<file path="src/rtl/sim_run_ctrl.sv">
// End-of-simulation controller: halt/timeout/error termination with an error drain window.
// Optional macro RUN_CTRL_PROGRESS_WDOG_EN turns the watchdog into a commit-driven deadlock detector.
module sim_run_ctrl #(
  parameter int unsigned NUM_HALT       = 8,
  parameter int unsigned NUM_ERR        = 2,
  parameter int unsigned TIMEOUT_CYCLES = 10000000,
  parameter int unsigned TO_W           = 32,
  parameter int unsigned ERR_DRAIN      = 5,
  parameter int unsigned CYC_W          = 40,
  localparam int unsigned HIdxW         = (NUM_HALT > 1) ? $clog2(NUM_HALT) : 1
) (
  input  logic                clk_i,
  input  logic                rst_i,
  input  logic [NUM_HALT-1:0] halt_i,
  input  logic [NUM_ERR-1:0]  err_i,
  input  logic                commit_i,
  output logic                done_o,
  output logic                finish_pulse_o,
  output logic [1:0]          cause_o,
  output logic [HIdxW-1:0]    halt_idx_o,
  output logic [NUM_ERR-1:0]  err_vec_o,
  output logic [CYC_W-1:0]    cycles_o
);

  localparam int unsigned     DrW       = (ERR_DRAIN > 1) ? $clog2(ERR_DRAIN) : 1;
  localparam logic [TO_W-1:0] ToReload  = TO_W'(TIMEOUT_CYCLES);
  localparam logic [DrW-1:0]  DrReload  = DrW'(ERR_DRAIN - 1);
  localparam bit              TimeoutEn = (TIMEOUT_CYCLES != 0);

  typedef enum logic [1:0] {StRun, StDrain, StDone} state_e;
  typedef enum logic [1:0] {
    CauseNone    = 2'd0,
    CauseHalt    = 2'd1,
    CauseTimeout = 2'd2,
    CauseError   = 2'd3
  } cause_e;

  state_e             state_q, state_d;
  logic [TO_W-1:0]    to_cnt_q, to_cnt_d;
  logic [DrW-1:0]     drain_q, drain_d;
  cause_e             cause_q, cause_d;
  logic [HIdxW-1:0]   halt_idx_q, halt_idx_d;
  logic [NUM_ERR-1:0] err_vec_q, err_vec_d;
  logic [CYC_W-1:0]   cycles_q, cycles_d;
  logic               done_q, done_d;
  logic               pulse_q, pulse_d;

  logic               progress;
  logic               to_expired;
  logic [HIdxW-1:0]   low_idx;

`ifdef RUN_CTRL_PROGRESS_WDOG_EN
  assign progress = commit_i;
`else
  logic unused_commit;
  assign unused_commit = commit_i;
  assign progress      = 1'b0;
`endif

  // A commit in the expiry cycle counts as progress, so expiry needs T+1 idle cycles in a row.
  assign to_expired = TimeoutEn && (to_cnt_q == '0) && !progress;

  always_comb begin
    low_idx = '0;
    for (int i = NUM_HALT - 1; i >= 0; i--) begin
      if (halt_i[i]) low_idx = HIdxW'(i);
    end
  end

  // State register
  always_ff @(posedge clk_i) begin
    if (rst_i) begin
      state_q    <= StRun;
      to_cnt_q   <= ToReload;
      drain_q    <= '0;
      cause_q    <= CauseNone;
      halt_idx_q <= '0;
      err_vec_q  <= '0;
      cycles_q   <= '0;
      done_q     <= 1'b0;
      pulse_q    <= 1'b0;
    end else begin
      state_q    <= state_d;
      to_cnt_q   <= to_cnt_d;
      drain_q    <= drain_d;
      cause_q    <= cause_d;
      halt_idx_q <= halt_idx_d;
      err_vec_q  <= err_vec_d;
      cycles_q   <= cycles_d;
      done_q     <= done_d;
      pulse_q    <= pulse_d;
    end
  end

  // Next-state logic; event priority in RUN is halt > timeout > error
  always_comb begin
    state_d    = state_q;
    to_cnt_d   = to_cnt_q;
    drain_d    = drain_q;
    cause_d    = cause_q;
    halt_idx_d = halt_idx_q;
    err_vec_d  = err_vec_q;
    unique case (state_q)
      StRun: begin
        if (|halt_i) begin
          state_d    = StDone;
          cause_d    = CauseHalt;
          halt_idx_d = low_idx;
        end else if (to_expired) begin
          state_d = StDone;
          cause_d = CauseTimeout;
        end else if (|err_i) begin
          state_d   = StDrain;
          drain_d   = DrReload;
          err_vec_d = err_vec_q | err_i;
        end else if (progress) begin
          to_cnt_d = ToReload;
        end else if (to_cnt_q != '0) begin
          to_cnt_d = to_cnt_q - 1'b1;
        end
      end
      StDrain: begin
        err_vec_d = err_vec_q | err_i;
        if (drain_q == '0) begin
          state_d = StDone;
          cause_d = CauseError;
        end else begin
          drain_d = drain_q - 1'b1;
        end
      end
      default: ;
    endcase
  end

  // Output logic (registered from next state)
  always_comb begin
    cycles_d = cycles_q;
    if (state_q != StDone && cycles_q != '1) cycles_d = cycles_q + 1'b1;
    done_d  = (state_d == StDone);
    pulse_d = (state_d == StDone) && (state_q != StDone);
  end

  assign done_o         = done_q;
  assign finish_pulse_o = pulse_q;
  assign cause_o        = cause_q;
  assign halt_idx_o     = halt_idx_q;
  assign err_vec_o      = err_vec_q;
  assign cycles_o       = cycles_q;

`ifndef SYNTHESIS
  always @(posedge clk_i) begin
    if (!rst_i && state_q == StRun) begin
      assert (!$isunknown(halt_i));
      assert (!$isunknown(err_i));
    end
  end
`endif

endmodule
</file>
<file path="config.mk">
export PLATFORM = sky130hd
export DESIGN_NAME = sim_run_ctrl
export DESIGN_NICKNAME = d
export VERILOG_FILES = /design/src/rtl/sim_run_ctrl.sv
export SDC_FILE = /design/constraint.sdc
export NUM_CORES = 1
export LEC_CHECK = 0
export BUFFER_PORTS_ARGS = -buffer_cell sky130_fd_sc_hd__buf_2
export CAP_MARGIN = 20
export CORE_ASPECT_RATIO = 0.8
export CORE_MARGIN = 2
export CORE_UTILIZATION = 62
export DETAILED_ROUTE_END_ITERATION = 12
export GPL_ROUTABILITY_DRIVEN = 0
export PLACE_DENSITY = 0.85
export SETUP_SLACK_MARGIN = 0.3
export SLEW_MARGIN = 20
export SYNTH_ARGS = -nofsm -noshare
export SYNTH_HDL_FRONTEND = slang
export SYNTH_SLANG_ARGS = --single-unit
</file>
<file path="constraint.sdc">
create_clock -name clk_i -period 4.9 [get_ports clk_i]
set_clock_uncertainty 0.1 [all_clocks]
set_input_delay 0.245 -clock clk_i [delete_from_list [all_inputs] [get_ports clk_i]]
set_output_delay 0.245 -clock clk_i [all_outputs]
set_load 0.02 [all_outputs]
</file>
### Word-level counts from Yosys, hierarchy flattened

Index checks and enable logic that the tools add are counted.

* input bits: 13
* output and inout port bits: 49
* word-level logic and storage cells: 66
* register bits: 86

* bitwise operators: 4
* add/subtract/negate cells: 3
* eq/ne operators: 10
* reduce and logical (&&, ||, !) cells: 14
* multiplexer cells: 26

Operators by type and width (count)
* adder 40 x 1 -> 40 bit (second input constant): 1
* inequality test 40 bit (second input constant): 1
* 2-to-1 mux 3 bit: 12
* logical NOT 32 bit: 1
* nonzero test 32 bit: 1
* subtractor 32 x 1 -> 32 bit (second input constant): 1
* 2-to-1 mux 2 bit: 10
* inequality test 2 bit (second input constant): 6
* one-hot mux 2 bit (2 select lines): 3
* AND reduction 5 bit: 2
* OR reduction 8 bit: 1
* one-hot mux 3 bit (2 select lines): 1
* AND reduction 4 bit: 1
* logical NOT 3 bit: 1
* inequality test 3 bit (second input constant): 1
* inverter 1 bit: 3
* AND reduction 3 bit: 1
* subtractor 3 x 1 -> 3 bit (second input constant): 1
* == test 2 x 1 -> 1 bit (second input constant): 1
* == test 2 bit (second input constant): 1
* logical AND 1 bit: 2
* logical NOT 2 bit: 1
* bitwise OR 2 bit: 1
* AND reduction 2 bit: 1
* other kinds (2): 2

### Depth between registers and ports, before layout

Gate-level depths: netlist (run 1).

* word-level depth: 8
* depth in mapped cells: 9

### Least setup slack after synthesis (run 1)

Ideal clock, no wire load.

* kind: flip-flop to flip-flop
* from: reg to_cnt_q[20]
* to: reg to_cnt_q[29]
* cell stages (with the launch flop): 7
* required time: 4.679 ns
* buffers on the path: 1
* path slack: 2.158 ns
* clock period less this slack: 2.742 ns
* arrival: 2.521 ns
* path through: dfxtp_1 -> or4_4 -> or4_4 -> buf_6 -> or4_4 -> nor4_1 -> mux2_2

* longest elaborated chain between the ends: 3

RTL lines
* start: declaration: line 39 `logic [TO_W-1:0] to_cnt_q, to_cnt_d;`
* start signal: assignment: line 74 `to_cnt_q <= ToReload;`
* start signal: assignment: line 84 `to_cnt_q <= to_cnt_d;`
* parallel branches: the longest is 3 deep, another holds subtractor 32 x 1 -> 32 bit

Parallel ways; which one is timed is not known.
A chain may end at the register's enable or synchronous reset.

### Final worst setup path (run 1)

* from: reg cycles_q[2], in the netlist cycles_o[2]
* to: reg cycles_q[39], in the netlist cycles_o[39]

* longest elaborated chain between the ends: 2

RTL lines
* start: declaration: line 44 `logic [CYC_W-1:0] cycles_q, cycles_d;`
* start signal: assignment: line 89 `cycles_q <= cycles_d;`
* parallel branches: the longest is 2 deep, another holds adder 40 x 1 -> 40 bit

Parallel ways; which one is timed is not known.

==> out/results.md, run 1 <==
| Group | Metric | Value |
|:---|:---|:---|
| layout | Area growth, synth to finish | 12.4% |
| synthesis | Distinct cells, synth | 53 |
| routing | Residual DRC count | 0 |
| layout | Fill count | 560 |
| critical path | Endpoint of the lowest-slack register-to-register path | cycles_o[39] |
| cts | Later-pin clock latency in the skew report | 0.36 ns |
| synthesis | Sequential fraction of the synthesis area | 0.387 |
| routing | Detailed-routed wire length on met3 | 639 um |
| synthesis | Number of standard cells after synthesis | 541 |
| routing | Starting DRT DRC Count | 315 |
| min path | Startpoint of the worst hold path | err_i[0] |
| cts | Resized cells post-CTS | 0 |
| die | Floorplan row count | 27 |
| run | Max-cap violations | 0 |
| cts | CTS max path bufs | 2 |
| cts | Maximum level of the CTS H-tree | 3 |
| die | Overall die height | 79.8 um |
| place | Worst-case setup slack after placement | 2.08 ns |
| timing | Relative slew slack | 0.253 |
| die | Count of boundary I/O pins | 62 |
| routing | Mean routed wirelength per cell | 15.9 um |
| die | Initial core utilization | 0.643 |
| layout | Most common cell after layout, fill and taps aside | dfxtp_1 |
| layout | Diode insertion count for antenna repair | 0 |
| critical path | Endpoint arrival time on the critical path | 3.07 ns |
| min path | End of the worst hold path | err_vec_o[0] |
| timing | Final setup TNS | 0 ns |
| synthesis | Net count of the mapped netlist | 558 |
| layout | Fraction of final layout cells sized beyond drive strength 1 | 0.182 |
| routing | Total iterations of the first detailed-routing run | 5 |
| synthesis | Share of flip-flops with an asynchronous set or reset | 0 |
| grt | Initial antenna violation count | 0 |
| cts | Post-CTS Setup Inserts | 0 |
| routing | Average vias per placed instance | 6.51 |
| run status | Result of the run | complete, no violations |
| cts | CTS buffer count | 9 |
| layout | Final nets | 604 |
| synthesis | Syn_area_per_cell | 8.23 um^2 |
| timing | Number of max-slew violations in the final report | 0 |
| timing | Worst Tran Pin Value | 1.11 ns |
| routing | Met1 layer wirelength in the final routing | 5020 um |
| critical path | Req. time, crit path | 5.08 ns |
| synthesis | Area of the mapped netlist | 0.00445 mm^2 |
| grt | GRT Residual Overflow | 0 |
| critical path | Reg2reg start | cycles_o[2] |
| synthesis | Yosys warns | 0 |
| cts | Hold buffers post-CTS | 0 |
| timing | Worst setup slack after layout | 2.00 ns |
| cts | Root Driver | clkbuf_8 |
| timing | Final hold vios | 0 |
| power | Static Leak | 1.79 nW |
| critical path | Endpoint type of the worst setup path | flip-flop |
| timing | Setup-failing EPs final | 0 |
| min path | Class of the worst hold path | in2reg |
| place | Detail Placement HPWL | 7300 um |
| critical path | Critical Setup Path Class | reg2reg |
| layout | Area of the multi-input gates | 0.00257 mm^2 |
| critical path | Startpoint type of the worst setup path | flip-flop |
| cts | TritonCTS clock tree | yes |
| cts | Clock-pin slew on the worst setup and hold paths | 0.09 ns |
| min path | Hold Crit Depth | 3 |
| synthesis | Number of flops mapped to enable cells by yosys | 0 |
| place | Post-place instance area | 0.00478 mm^2 |
| routing | Sum of routed wire length over all layers | 10,800 um |
| power | Power density of the placed cells | 270 mW/mm^2 |
| synthesis | Commonest register cell after synthesis | dfxtp_1 |
| routing | Residual antenna-violating net count after detailed routing | 0 |
| timing | Time the final worst path needs with I/O delays and setup | 2.90 ns |
| synthesis | Number of storage elements in the synthesis netlist | 86 |
| die | Die footprint | 0.00788 mm^2 |
| layout | Layout Cell Area excl Fill | 0.00501 mm^2 |
| cts | CTS Sinks | 86 |
| routing | Routed met2 length | 4980 um |
| routing | Highest signal layer in the routed design | met4 |
| timing | Setup repair after global routing missed its margin | false |
| critical path | Worst r2r path cells | 5 |
| grt | Overall fraction of global-route tracks in use | 0.270 |
| grt | Number of global-route vias before repair | 3,916 |
| timing | Highest clock frequency the design can meet | 345 MHz |
| die | Core Footprint | 0.00693 mm^2 |
| power | VDD IR-drop max | 0.000187 V |
| layout | Seq. cell area | 0.00172 mm^2 |
| layout | Highest-count cells in the layout ignoring fill and taps | dfxtp_1, buf_2, a21oi_1 |
| die | DIE WIDTH | 98.8 um |
| routing | Via count | 4,420 |
| grt | Global-route wire length before repair | 17,600 um |
| critical path | Setup slack of the most critical reg-to-reg path | 2.00 ns |
| timing | Tcrit/Tclk final | 0.591 |
| grt | Largest net degree at the start of global routing | 95 |
| critical path | Critical path fanouts, max | 14 |
| place | Port Buffer Count | 60 |
## sequential cells by signal, summed over array words and instances (netlist names)
signal,count
cycles_o,40
state_q,2
drain_q,3
cause_o,2
done_o,1
finish_pulse_o,1
err_vec_o,2
to_cnt_q,32
halt_idx_o,3
## where the power goes
part           leakage [nW]  total [mW]  switching, mW  internal, mW
clock                 0.115       0.589          0.250         0.339
combinational         0.981      0.0545         0.0378        0.0167
sequential            0.695       0.709        0.00559         0.704
## critical path: stages (launching register included)
cell	delay, ns
dfxtp_1	0.44
nand4_1	0.25
nor2_1	0.62
o2111ai_1	0.60
or4_1	0.65
a21oi_1	0.15
## synth_stat cells, drive strengths merged (4+ instances only)
library cell	instances	area [um^2]
dfxtp	86	1720
a21oi	59	295
nor2	45	169
nand2	33	124
or4	33	259
o31ai	31	233
clkbuf	25	93.8
nand3	23	115
nor3	20	100
mux2	18	203
nor2b	18	113
nand4	16	100
o21ai	16	80.1
or3	16	100
inv	13	48.8
nor4	13	81.3
and3	7	43.8
o41ai	7	61.3
or2	7	43.8
a211oi	4	30.0
a31oi	4	25.0
and4	4	35.0
ha	4	50.1
## through the flow
stage | std cells | hold slack [ns] | util | power, mW
after global routing | 679 | 0.0680 | 0.723 | 1.39
after detailed placement | 663 | 0.352 | 0.690 | 0.779
final | 679 | 0.0645 | 0.723 | 1.35
after CTS | 679 | 0.0548 | 0.723 | 1.36
after floorplan | 541 | 0.302 | - | 0.760
after global placement | 663 | 0.337 | 0.690 | 0.777
## logic make-up after synthesis
family / synth area share
mux: 0.0478
fa+ha+maj: 0.0112
simple gates: 0.309
xor+xnor: 0.00787
flops: 0.387
buf+inv: 0.0368
compound gates: 0.201
## worst max-delay path by stage
| stage | startpoint | to | slack [ns] |
|---|---|---|---|
| floorplan | to_cnt_q[20] | to_cnt_q[29] | 2.16 |
| global placement | to_cnt_q[20] | to_cnt_q[29] | 2.13 |
| detailed placement | to_cnt_q[20] | to_cnt_q[29] | 2.08 |
| CTS | to_cnt_q[20] | to_cnt_q[29] | 2.07 |
| global route | cycles_o[2] | cycles_o[37] | 1.78 |
| finish | cycles_o[2] | cycles_o[39] | 2.00 |
## final cells by class
class,count,share of cell area
Clock inverter,4,0.0190
Tap cell,87,0.0217
Clock buffer,12,0.0270
Timing Repair Buffer,63,0.0645
Multi-Input combinational cell,414,0.514
Inverter,13,0.00975
Sequential cell,86,0.344
## per-layer routing
metal / GRT usage / vias to the layer above
met5: 0 / -
met4: 0.0712 / 0
met3: 0.0657 / 19
met2: 0.434 / 150
met1: 0.365 / 2089
li1: - / 2162
No activity file was read; power rests on OpenSTA's default activity.
==> inputs of run 2 (changes only) <==
--- a/config.mk
+++ b/config.mk
@@ -9,10 +9,10 @@
 export CAP_MARGIN = 20
 export CORE_ASPECT_RATIO = 0.8
 export CORE_MARGIN = 2
-export CORE_UTILIZATION = 62
+export CORE_UTILIZATION = 52
 export DETAILED_ROUTE_END_ITERATION = 12
 export GPL_ROUTABILITY_DRIVEN = 0
-export PLACE_DENSITY = 0.85
+export PLACE_DENSITY = 0.76
 export SETUP_SLACK_MARGIN = 0.3
 export SLEW_MARGIN = 20
 export SYNTH_ARGS = -nofsm -noshare
==> constraint.sdc (replaced) <==
create_clock -name clk_i -period 2.4 [get_ports clk_i]
set_clock_uncertainty 0.1 [all_clocks]
set_input_delay 0.12 -clock clk_i [delete_from_list [all_inputs] [get_ports clk_i]]
set_output_delay 0.12 -clock clk_i [all_outputs]
set_load 0.02 [all_outputs]
==> run 2 against run 1 <==
Compared with the run above: the flow now finishes with violations (negative setup slack); wire length increased by 23%; non-clock buffer count increased by 61; global-route usage decreased by 1.1 points; register-to-register slack got worse by 2.1 ns; clock power increased by 85%; worst hold slack got worse by 0.055 ns; cell count increased by 13%; sequential share of layout area decreased by 5.0 points; critical path depth unchanged; highest routed layer unchanged.
==> out/results.md, run 2 (synthesis results as in run 1) <==
| Group | Metric | Value |
|:---|:---|:---|
| layout | Utilization after layout | 0.710 |
| routing | Via count | 4,808 |
| layout | Fill count | 609 |
| min path | Hold Crit Depth | 4 |
| run status | Failing checks | negative setup slack |
| power | VDD IR-drop max | 0.000350 V |
| timing | Setup-failing EPs final | 23 |
| min path | Class of the worst hold path | in2reg |
| grt | Number of global-route vias before repair | 4,199 |
| routing | Average vias per placed instance | 6.28 |
| layout | Layout Cell Area excl Fill | 0.00597 mm^2 |
| routing | Sum of routed wire length over all layers | 13,300 um |
| layout | Number of flip-flops under the largest register name | 40 |
| routing | Residual antenna-violating net count after detailed routing | 0 |
| critical path | Cell occurring most often along the worst timing path | or4_4 |
| power | Final total power | 2.67 mW |
| run status | Result of the run | finished with violations |
| timing | Tcrit/Tclk final | 1.05 |
| timing | Highest clock frequency the design can meet | 398 MHz |
| place | Detail Placement HPWL | 8080 um |
| critical path | Critical-path cell list | or4_4, or4_4, or4_4, or4_1, a21oi_1 |
| layout | Final nets | 665 |
| routing | Mean routed wirelength per cell | 17.4 um |
| cts | Root Driver | clkbuf_8 |
| die | Overall die height | 86.8 um |
| critical path | Delay of the slowest cell on the worst path | 0.53 ns |
| place | Post-placement cell count | 720 |
| critical path | Critical Setup Path Class | reg2reg |
| grt | Initial antenna violation count | 0 |
| die | Core Footprint | 0.00841 mm^2 |
| place | Worst-case setup slack after placement | -0.141 ns |
| place | Post-place instance area | 0.00515 mm^2 |
| die | Die footprint | 0.00933 mm^2 |
| die | Count of boundary I/O pins | 62 |
| timing | Worst Tran Pin Value | 0.610 ns |
| critical path | Req. time, crit path | 2.60 ns |
| cts | CTS buffer count | 9 |
| timing | Time the final worst path needs with I/O delays and setup | 2.51 ns |
| routing | Total iterations of the first detailed-routing run | 5 |
| layout | Diode insertion count for antenna repair | 0 |
| layout | Highest-count cells in the layout ignoring fill and taps | dfxtp_1, buf_2, a21oi_1 |
| cts | CTS max path bufs | 2 |
| cts | Later-pin clock latency in the skew report | 0.38 ns |
| place | Port Buffer Count | 60 |
| timing | Setup repair after global routing missed its margin | true |
| timing | Final hold vios | 0 |
| timing | Worst setup slack after layout | -0.114 ns |
| grt | Overall fraction of global-route tracks in use | 0.259 |
| run | Max-cap violations | 0 |
| power | Power density of the placed cells | 447 mW/mm^2 |
| cts | Clock-pin slew on the worst setup and hold paths | 0.09 ns |
| routing | Residual DRC count | 0 |
| critical path | Worst r2r path cells | 5 |
| power | Static Leak | 2.26 nW |
| critical path | Endpoint arrival time on the critical path | 2.71 ns |
| die | Initial core utilization | 0.530 |
| grt | GRT Residual Overflow | 0 |
| cts | CTS Sinks | 86 |
| critical path | Slowest-stage cell, CP | or4_4 |
| layout | Final non-filler cell total | 765 |
| grt | Largest net degree at the start of global routing | 77 |
| timing | Relative slew slack | 0.589 |
| timing | Number of max-slew violations in the final report | 0 |
| die | DIE WIDTH | 107 um |
| cts | TritonCTS clock tree | yes |
| critical path | Critical path fanouts, max | 4 |
| timing | Hold Slack | 0.00997 ns |
| routing | Starting DRT DRC Count | 462 |
| die | Floorplan row count | 30 |
| critical path | Endpoint type of the worst setup path | flip-flop |
| grt | Global-route wire length before repair | 19,700 um |
| layout | Fraction of final layout cells sized beyond drive strength 1 | 0.381 |
| timing | Final setup TNS | -1.20 ns |
| cts | Maximum level of the CTS H-tree | 3 |
| critical path | Startpoint type of the worst setup path | flip-flop |
| layout | Area growth, synth to finish | 34.0% |
==> run 2: cell type report <==
cell class | instances | area [um^2] | share of cell area
inverter | 13 | 48.8 | 0.00817
timing repair buffer | 124 | 851 | 0.142
multi-input combinational | 414 | 2970 | 0.498
clock buffer | 9 | 124 | 0.0207
sequential | 86 | 1760 | 0.294
tap | 112 | 140 | 0.0235
clock inverter | 7 | 78.8 | 0.0132
==> run 2: timing repair <==
action	CTS	global route
endpoints found under the setup margin	70	69
resized for setup	38	54
endpoints found under the hold margin	3	0
setup buffers	7	18
hold buffers	3	0
gates cloned	1	0
pin swaps	13	23
==> run 2: worst paths after layout <==
path	from	to	slack [ns]
worst min-delay path	halt_i[0]	halt_idx_o[1]	0.01
worst min register to register	halt_idx_o[0]	halt_idx_o[0]	0.35
worst max-delay path	to_cnt_q[20]	to_cnt_q[31]	-0.11
worst max register to register	to_cnt_q[20]	to_cnt_q[31]	-0.11
==> run 2: worst max-delay path, delay by kind of cell, from the launching register on <==
| kind | cells | cell delay [ns] |
|---|---|---|
| compound gates | 1 | 0.15 |
| simple gates | 4 | 1.85 |
| flops | 1 | 0.33 |
==> run 2: power by group <==
part	switching [mW]	leakage, nW	internal (mW)
Sequential	0.00829	0.708	1.44
Clock	0.596	0.105	0.497
Combinational	0.0868	1.44	0.0443
Total	0.691	2.26	1.98
==> run 2: metal layers <==
metal  global-route usage  part of all wire  vias up
met5                    0                 0        -
met1                0.352              0.44     2318
li1                     -                 -     2273
met2                0.423              0.48      195
met3               0.0466             0.065       22
met4               0.0781             0.015        0
==> inputs of run 3 (changes only) <==
--- a/config.mk
+++ b/config.mk
@@ -13,6 +13,7 @@
 export DETAILED_ROUTE_END_ITERATION = 12
 export GPL_ROUTABILITY_DRIVEN = 0
 export PLACE_DENSITY = 0.76
+export REMOVE_ABC_BUFFERS = 1
 export SETUP_SLACK_MARGIN = 0.3
 export SLEW_MARGIN = 20
 export SYNTH_ARGS = -nofsm -noshare
==> run 3 against run 2 <==
Compared with the run above: the run still ends with negative setup slack left; worst setup slack gained 0.052 ns; non-clock buffer count shrank 4; die area is the same; clock-buffer cell count grew 1; critical path type unchanged; largest cell class unchanged.
==> out/results.md, run 3 (synthesis results as in run 1) <==
| Group | Metric | Value |
|:---|:---|:---|
| run status | Result of the run | finished with violations |
| run status | Failing checks | negative setup slack |
| timing | Worst setup slack after layout | -0.0620 ns |
| grt | Global-route wire length before repair | 19,300 um |
| cts | TritonCTS clock tree | yes |
| timing | Highest clock frequency the design can meet | 406 MHz |
| routing | Total iterations of the first detailed-routing run | 5 |
| cts | Root Driver | clkbuf_8 |
| critical path | Critical Setup Path Class | reg2reg |
| timing | Hold Slack | 0.0104 ns |
| routing | Via count | 4,722 |
| place | Worst-case setup slack after placement | -0.205 ns |
| timing | Setup-failing EPs final | 6 |
| die | DIE WIDTH | 107 um |
| layout | Fraction of final layout cells sized beyond drive strength 1 | 0.334 |
| die | Floorplan row count | 30 |
| die | Overall die height | 86.8 um |
| routing | Sum of routed wire length over all layers | 12,600 um |
| critical path | Endpoint type of the worst setup path | flip-flop |
| die | Initial core utilization | 0.530 |
| grt | GRT Residual Overflow | 0 |
| cts | Clock-pin slew on the worst setup and hold paths | 0.09 ns |
| place | Port Buffer Count | 60 |
| critical path | Critical path fanouts, max | 4 |
| routing | Residual DRC count | 0 |
| critical path | Req. time, crit path | 2.61 ns |
| critical path | Startpoint type of the worst setup path | flip-flop |
| routing | Starting DRT DRC Count | 294 |
| timing | Final hold vios | 0 |
| cts | CTS Sinks | 86 |
| grt | Initial antenna violation count | 0 |
| grt | Largest net degree at the start of global routing | 95 |
| power | Final total power | 2.57 mW |
| place | Detail Placement HPWL | 8080 um |
| routing | Mean routed wirelength per cell | 16.5 um |
| place | Post-placement cell count | 728 |
| timing | Relative slew slack | 0.624 |
| layout | Area growth, synth to finish | 29.4% |
| timing | Setup repair after global routing missed its margin | true |
| die | Die footprint | 0.00933 mm^2 |
| layout | Number of flip-flops under the largest register name | 40 |
| critical path | Endpoint arrival time on the critical path | 2.67 ns |
| die | Count of boundary I/O pins | 62 |
| cts | CTS buffer count | 9 |
| layout | Most common cell after layout, fill and taps aside | dfxtp_1 |
| cts | Maximum level of the CTS H-tree | 3 |
| power | Power density of the placed cells | 447 mW/mm^2 |
| timing | Tcrit/Tclk final | 1.03 |
| grt | Overall fraction of global-route tracks in use | 0.254 |
| grt | Number of global-route vias before repair | 4,040 |
| cts | Later-pin clock latency in the skew report | 0.37 ns |
| timing | Worst Tran Pin Value | 0.563 ns |
| die | Core Footprint | 0.00841 mm^2 |
| layout | Final nets | 661 |
| min path | Class of the worst hold path | in2reg |
| layout | Highest-count cells in the layout ignoring fill and taps | dfxtp_1, buf_2, a21oi_1 |
| power | VDD IR-drop max | 0.000320 V |
| routing | Average vias per placed instance | 6.20 |
| timing | Number of max-slew violations in the final report | 0 |
| layout | Final non-filler cell total | 762 |
| cts | CTS max path bufs | 2 |
| run | Max-cap violations | 0 |
| routing | Residual antenna-violating net count after detailed routing | 0 |
| timing | Time the final worst path needs with I/O delays and setup | 2.46 ns |
| power | Static Leak | 2.11 nW |
## run 3: critical path: stages, from the launching register on
cell,delay (ns)
dfxtp_1,0.32
or4_4,0.53
or4_4,0.43
or4_4,0.47
or4_4,0.44
a21oi_2,0.12
## run 3: per-stage QoR
step | instance area [um^2] | setup TNS [ns] | utilization
6_report | 5760 | -0.146 | 0.685
5_1_grt | 5760 | -0.648 | 0.685
4_1_cts | 5520 | -0.237 | 0.656
3_5_place_dp | 5140 | -0.530 | 0.612
3_3_place_gp | 5140 | -0.256 | 0.612
2_1_floorplan | 4340 | -12.10 | -
## run 3: final timing paths
check | startpoint | endpoint | slack [ns] | depth (start not counted)
worst max-delay path | to_cnt_q[20] | to_cnt_q[31] | -0.06 | 5
worst min-delay path | halt_i[1] | halt_idx_o[1] | 0.01 | 4
worst max register to register | to_cnt_q[20] | to_cnt_q[31] | -0.06 | 5
worst min register to register | halt_idx_o[0] | halt_idx_o[0] | 0.36 | 2
## run 3: metal layers
layer  up-vias  track usage  share of wire
met5         -            0              0
met4         0       0.0851          0.022
met3        22       0.0466          0.058
met2       178        0.404           0.47
met1      2251        0.350           0.45
li1       2271            -              -
## run 3: cell type report
| cell class | instances | area [um^2] |
|---|---|---|
| Inverter | 13 | 48.8 |
| Tap cell | 112 | 140 |
| Timing Repair Buffer | 120 | 811 |
| Multi-Input combinational cell | 414 | 2820 |
| Clock inverter | 6 | 51.3 |
| Fill cell | 675 | 2650 |
| Clock buffer | 10 | 138 |
| Antenna cell | 1 | 2.50 |
| Sequential cell | 86 | 1750 |
## run 3: report_power, final
group	switching, mW	internal (mW)	leakage [nW]	total [mW]
Sequential	0.00861	1.43	0.704	1.44
Clock	0.582	0.419	0.0939	1.00
Combinational	0.0846	0.0439	1.31	0.128
## run 3: timing repair
| action | 4_1_cts | 5_1_grt |
|---|---|---|
| setup buffers | 1 | 12 |
| resized for setup | 25 | 50 |
| pin swaps | 5 | 11 |
| hold endpoints to repair | 3 | 0 |
| setup endpoints to repair | 60 | 77 |
| gates cloned | 1 | 0 |
| hold buffers | 3 | 0 |
